**config.mk**
```make
export PLATFORM = sky130hd
export DESIGN_NAME = popcount_seq
export DESIGN_NICKNAME = d
export VERILOG_FILES = /design/src/rtl/popcount_seq.sv
export SDC_FILE = /design/constraint.sdc
export NUM_CORES = 1
export LEC_CHECK = 0
export CAP_MARGIN = 20
export CORE_MARGIN = 2
export CORE_UTILIZATION = 55
export DETAILED_ROUTE_END_ITERATION = 6
export PLACE_DENSITY = 0.84
export SKIP_LAST_GASP = 1
export SLEW_MARGIN = 0
export SYNTH_ARGS = -nofsm -noshare
export SYNTH_HDL_FRONTEND = slang
export SYNTH_SLANG_ARGS = --single-unit
```
**constraint.sdc**
```tcl
create_clock -name clk -period 7.23 [get_ports clk]
set_clock_uncertainty 0.05 [all_clocks]
set_input_delay 1.446 -clock clk [delete_from_list [all_inputs] [get_ports clk]]
set_output_delay 1.446 -clock clk [all_outputs]
set_load 0.03 [all_outputs]
```
**src/rtl/popcount_seq.sv**
```systemverilog
// popcount_seq: sequential ones-counter over a WIDTH-bit word.
// It consumes STEP bits per clock and reports the ones-count, a strict
// majority flag and a parity flag through a start/done handshake.
//
// Ports:
//   clk    rising-edge clock
//   rst    asynchronous active-high reset
//   start  request, sampled only in IDLE or DONE
//   din    word to count, captured on the accepting edge
//   busy   high while the word is being consumed
//   done   one-cycle pulse, results valid
//   count  number of ones in the captured word
//   maj    count > WIDTH/2
//   par    XOR of all captured bits
module popcount_seq #(
  parameter  int WIDTH = 16,
  parameter  int STEP  = 4,
  localparam int CW    = $clog2(WIDTH + 1)
) (
  input  logic             clk,
  input  logic             rst,
  input  logic             start,
  input  logic [WIDTH-1:0] din,
  output logic             busy,
  output logic             done,
  output logic [CW-1:0]    count,
  output logic             maj,
  output logic             par
);

  localparam int N  = WIDTH / STEP;
  localparam int SW = (N > 1) ? $clog2(N) : 1;

  localparam logic [CW-1:0] HALF = CW'(WIDTH / 2);
  localparam logic [SW-1:0] LAST = SW'(N - 1);

  typedef enum logic [1:0] {
    IDLE,
    RUN,
    DONE
  } state_t;

  state_t           state, state_nx;
  logic [WIDTH-1:0] shift_q, shift_nx;
  logic [CW-1:0]    acc_q, acc_nx;
  logic [SW-1:0]    step_q, step_nx;
  logic [CW-1:0]    step_pc;
  logic [CW-1:0]    sum;
  logic             busy_nx, done_nx, maj_nx, par_nx;
  logic [CW-1:0]    count_nx;

  // Ones in the low STEP bits of the shift register, plus the running total.
  always_comb begin
    step_pc = '0;
    for (int unsigned i = 0; i < unsigned'(STEP); i++) begin
      step_pc = step_pc + CW'(shift_q[i]);
    end
    sum = acc_q + step_pc;
  end

  always_comb begin
    state_nx = state;
    shift_nx = shift_q;
    acc_nx   = acc_q;
    step_nx  = step_q;
    count_nx = count;
    maj_nx   = maj;
    par_nx   = par;
    busy_nx  = 1'b0;
    done_nx  = 1'b0;

    case (state)
      IDLE, DONE: begin
        // DONE accepts a new word directly so back-to-back words need no IDLE gap.
        if (start) begin
          state_nx = RUN;
          shift_nx = din;
          acc_nx   = '0;
          step_nx  = '0;
          busy_nx  = 1'b1;
        end else begin
          state_nx = IDLE;
        end
      end

      RUN: begin
        acc_nx = sum;
        if (step_q == LAST) begin
          // Final slice: results are derived from the full sum on this same edge.
          state_nx = DONE;
          done_nx  = 1'b1;
          count_nx = sum;
          maj_nx   = (sum > HALF);
          par_nx   = sum[0];
        end else begin
          busy_nx  = 1'b1;
          shift_nx = shift_q >> STEP;
          step_nx  = step_q + SW'(1);
        end
      end

      default: state_nx = IDLE;
    endcase
  end

  always_ff @(posedge clk or posedge rst) begin
    if (rst) begin
      state   <= IDLE;
      shift_q <= '0;
      acc_q   <= '0;
      step_q  <= '0;
      busy    <= 1'b0;
      done    <= 1'b0;
      count   <= '0;
      maj     <= 1'b0;
      par     <= 1'b0;
    end else begin
      state   <= state_nx;
      shift_q <= shift_nx;
      acc_q   <= acc_nx;
      step_q  <= step_nx;
      busy    <= busy_nx;
      done    <= done_nx;
      count   <= count_nx;
      maj     <= maj_nx;
      par     <= par_nx;
    end
  end

endmodule
```
==> flow_summary.toml <==
[flow_run]
max_cap_viol_count = 0

[global_route]
antenna_found_initial = 0
grt_max_degree = 34
grt-ovfl-total = 0
grt_pass1_vias = 1038
grt_util_all_layers_pct = 19.8
grt_pass1_wl_mm = 4.80

[logic_synthesis]
syn_nets = 160
yosysTopAreaCell = "dfrtp_1"
ys_ff_latch = 33
synthArstFlopShare_pct = 100
yosysSeqAreaShare_pct = 55.1
ys_types = 31
synth_area_leaders = "dfrtp_1 (55%), mux2i_1 (8.0%), o21ai_0 (6.7%)"
netlist_instances = 136
synth_warnings = 0
synth_flop_cell = "dfrtp_1"
synth_edf_count = 0
yosysTopAreaCellShare_pct = 55.1
syn_avg_cell_area_um2 = 11.0
netlist_area_um2 = 1500

[clock_tree]
cts_setup_buffers = 0
numCtsBuffers = 5
clock_path_buffers = 2
cts_root_buffer = "clkbuf_4"
cts.sinks = 33
clk_latency_ps = 320
clk_transition_reported_paths_ps = 90
h-tree-depth = 2
cts_tree = "yes"
postCtsHoldBufs = 0
cts_resized = 0

[floorplanning]
dieHeight_um = 56.2
rows = 18
dieArea_um2 = 3160
start_util_pct = 59.4
die_w_um = 56.2
ios = 28
design.core.area_um2 = 2520

[sta]
max_slew_margin_pct = 60.0
rsz0062_at_grt = "false"
setup_tns_ps = 0
hold_violations = 0
setup_viol = 0
fin_hold_ws_ps = 434
fin_crit_sh_pct = 39.6
fmax_mhz = 350
drv_slew = 0
min_period_ps = 2860
max_slew.worst_pin.slew_ps = 599

[drt]
dr_total_vias = 1053
drc = 0
first_pass_iters = 4
drt-initial-drc-count = 18
wl_per_cell_um = 13.9
via_per_inst = 5.37
drt-total-wl_mm = 2.73
antenna_left = 0

[critical_path]
path_cells = "clkdlybuf4s50_1"
path_depth = 1
path_max_fanout = 3
r2r_cells = 7
crit_slowest_cell = "clkdlybuf4s50_1"
cp-end-kind = "output port"
worstSetupPathType = "register to output port"
worstPathRequired_ps = 5730
crit_path_start_kind = "register"
slowest_delay_ps = 670
arrival_ps = 1360
r2r_slack_ps = 4750
path_buf_inv = 1
cp_top_family = "buffers and inverters"

[power_and_ir_drop]
power.internal_uw = 504
pwr-share-clk_pct = 11.6
p_leak_uw = 0.000861
powerDensity_nw_per_um2 = 476
seqPwrFrac_pct = 36.6
peakVddDrop_mv = 0.363
sw_frac_of_total_pct = 42.5
p_comb_share_pct = 51.8
p_switching_uw = 372

[placement]
io_buffers = 27
routabilityCongestion = 0.724
dp_hpwl_mm = 2.04
place_area_um2 = 1790

[min_path]
hold_path_class = "register to register"
worst_hold_path.num_cells = 2

[layout]
diodes = 0
final_area_um2 = 1840
drive_gt1_share_pct = 7.23
nets = 190
syn_to_final_growth_pct = 22.9

[run_status]
status = "complete, no violations"
## synthesized netlist by cell type (2+ instances only)
cell      number
nand2_1       23
inv_1          8
ha_1           2
buf_2          4
o21ai_0       20
nand2b_1       2
buf_4          2
nor2_1         2
dfrtp_1       33
fa_1           3
mux2i_1       12
nand3_1        2
nor2b_1        2
a22o_1         4
## stage by stage
step / util [%] / setup WS (ps) / power (µW) / cells
6_report: 73.0 / 4370 / 877 / 196
5_1_grt: 73.0 / 4300 / 962 / 196
4_1_cts: 73.0 / 4350 / 883 / 196
3_5_place_dp: 70.8 / 4120 / 782 / 189
3_3_place_gp: 70.8 / 4170 / 751 / 189
2_1_floorplan: - / 4890 / 654 / 136
## layer usage
metal  GRT usage, %  routed length (µm)  vias to the layer above  share of wire (%)
li1               -                   -                      526                  -
met1           27.2                1280                      498                 47
met2           29.2                1280                       24                 47
met3           6.74                 135                        5                5.0
met4           6.80                  31                        0                1.1
met5              0                   0                        -                  0
## power by group through the flow
stage | Combinational (µW) | Clock [µW] | Sequential [µW]
3_5_place_dp | 456 | 0 | 326
4_1_cts | 457 | 104 | 322
2_1_floorplan | 301 | 0 | 354
6_report | 454 | 101 | 321
5_1_grt | 515 | 113 | 333
3_3_place_gp | 430 | 0 | 321
## worst paths after layout
path,startpoint,endpoint
setup / recovery,count[0],par
hold / removal,count[3],count[3]
setup reg to reg,shift_q[0],maj
hold reg to reg,count[3],count[3]
max in group asynchronous,rst,shift_q[12]
min in group asynchronous,rst,shift_q[3]
## cells in the final DEF (no fill, tap or decap), types with 2 or more instances in the layout
cell type	instances
dfrtp_1	33
clkdlybuf4s50_1	27
nand2_1	23
o21ai_0	20
mux2i_1	12
inv_1	8
clkbuf_4	5
a22o_1	4
fa_1	3
nor2b_1	2
nor2_1	2
nand2b_1	2
nand3_1	2
ha_1	2
buf_4	2
## cell families (layout without fill, tap and decap cells)
group	count (synthesis)	count (layout)	share of synthesized area [%]
and+or+nand+nor	35	35	11.1
AOI/OAI and AO/OA	34	34	14.1
DFF	33	33	55.1
buffers and inverters	15	45	4.59
muxes	13	13	8.77
adders and majority gates	5	5	5.68
xor gates and xnor gates	1	1	0.585
## sequential cells by signal (all words and copies together), names as in the netlist
name,count
busy,1
count,5
step_q,2
state,2
shift_q,16
done,1
acc_q,5
maj,1
## final cells by class
cell class | count | area (µm²)
inverter | 9 | 33.8
fill | 192 | 682
multi-input combinational | 88 | 603
sequential | 33 | 826
timing repair buffer | 29 | 285
clock buffer | 7 | 55.1
tap | 30 | 37.5
Note: power is estimated with default switching activity, not from simulation.
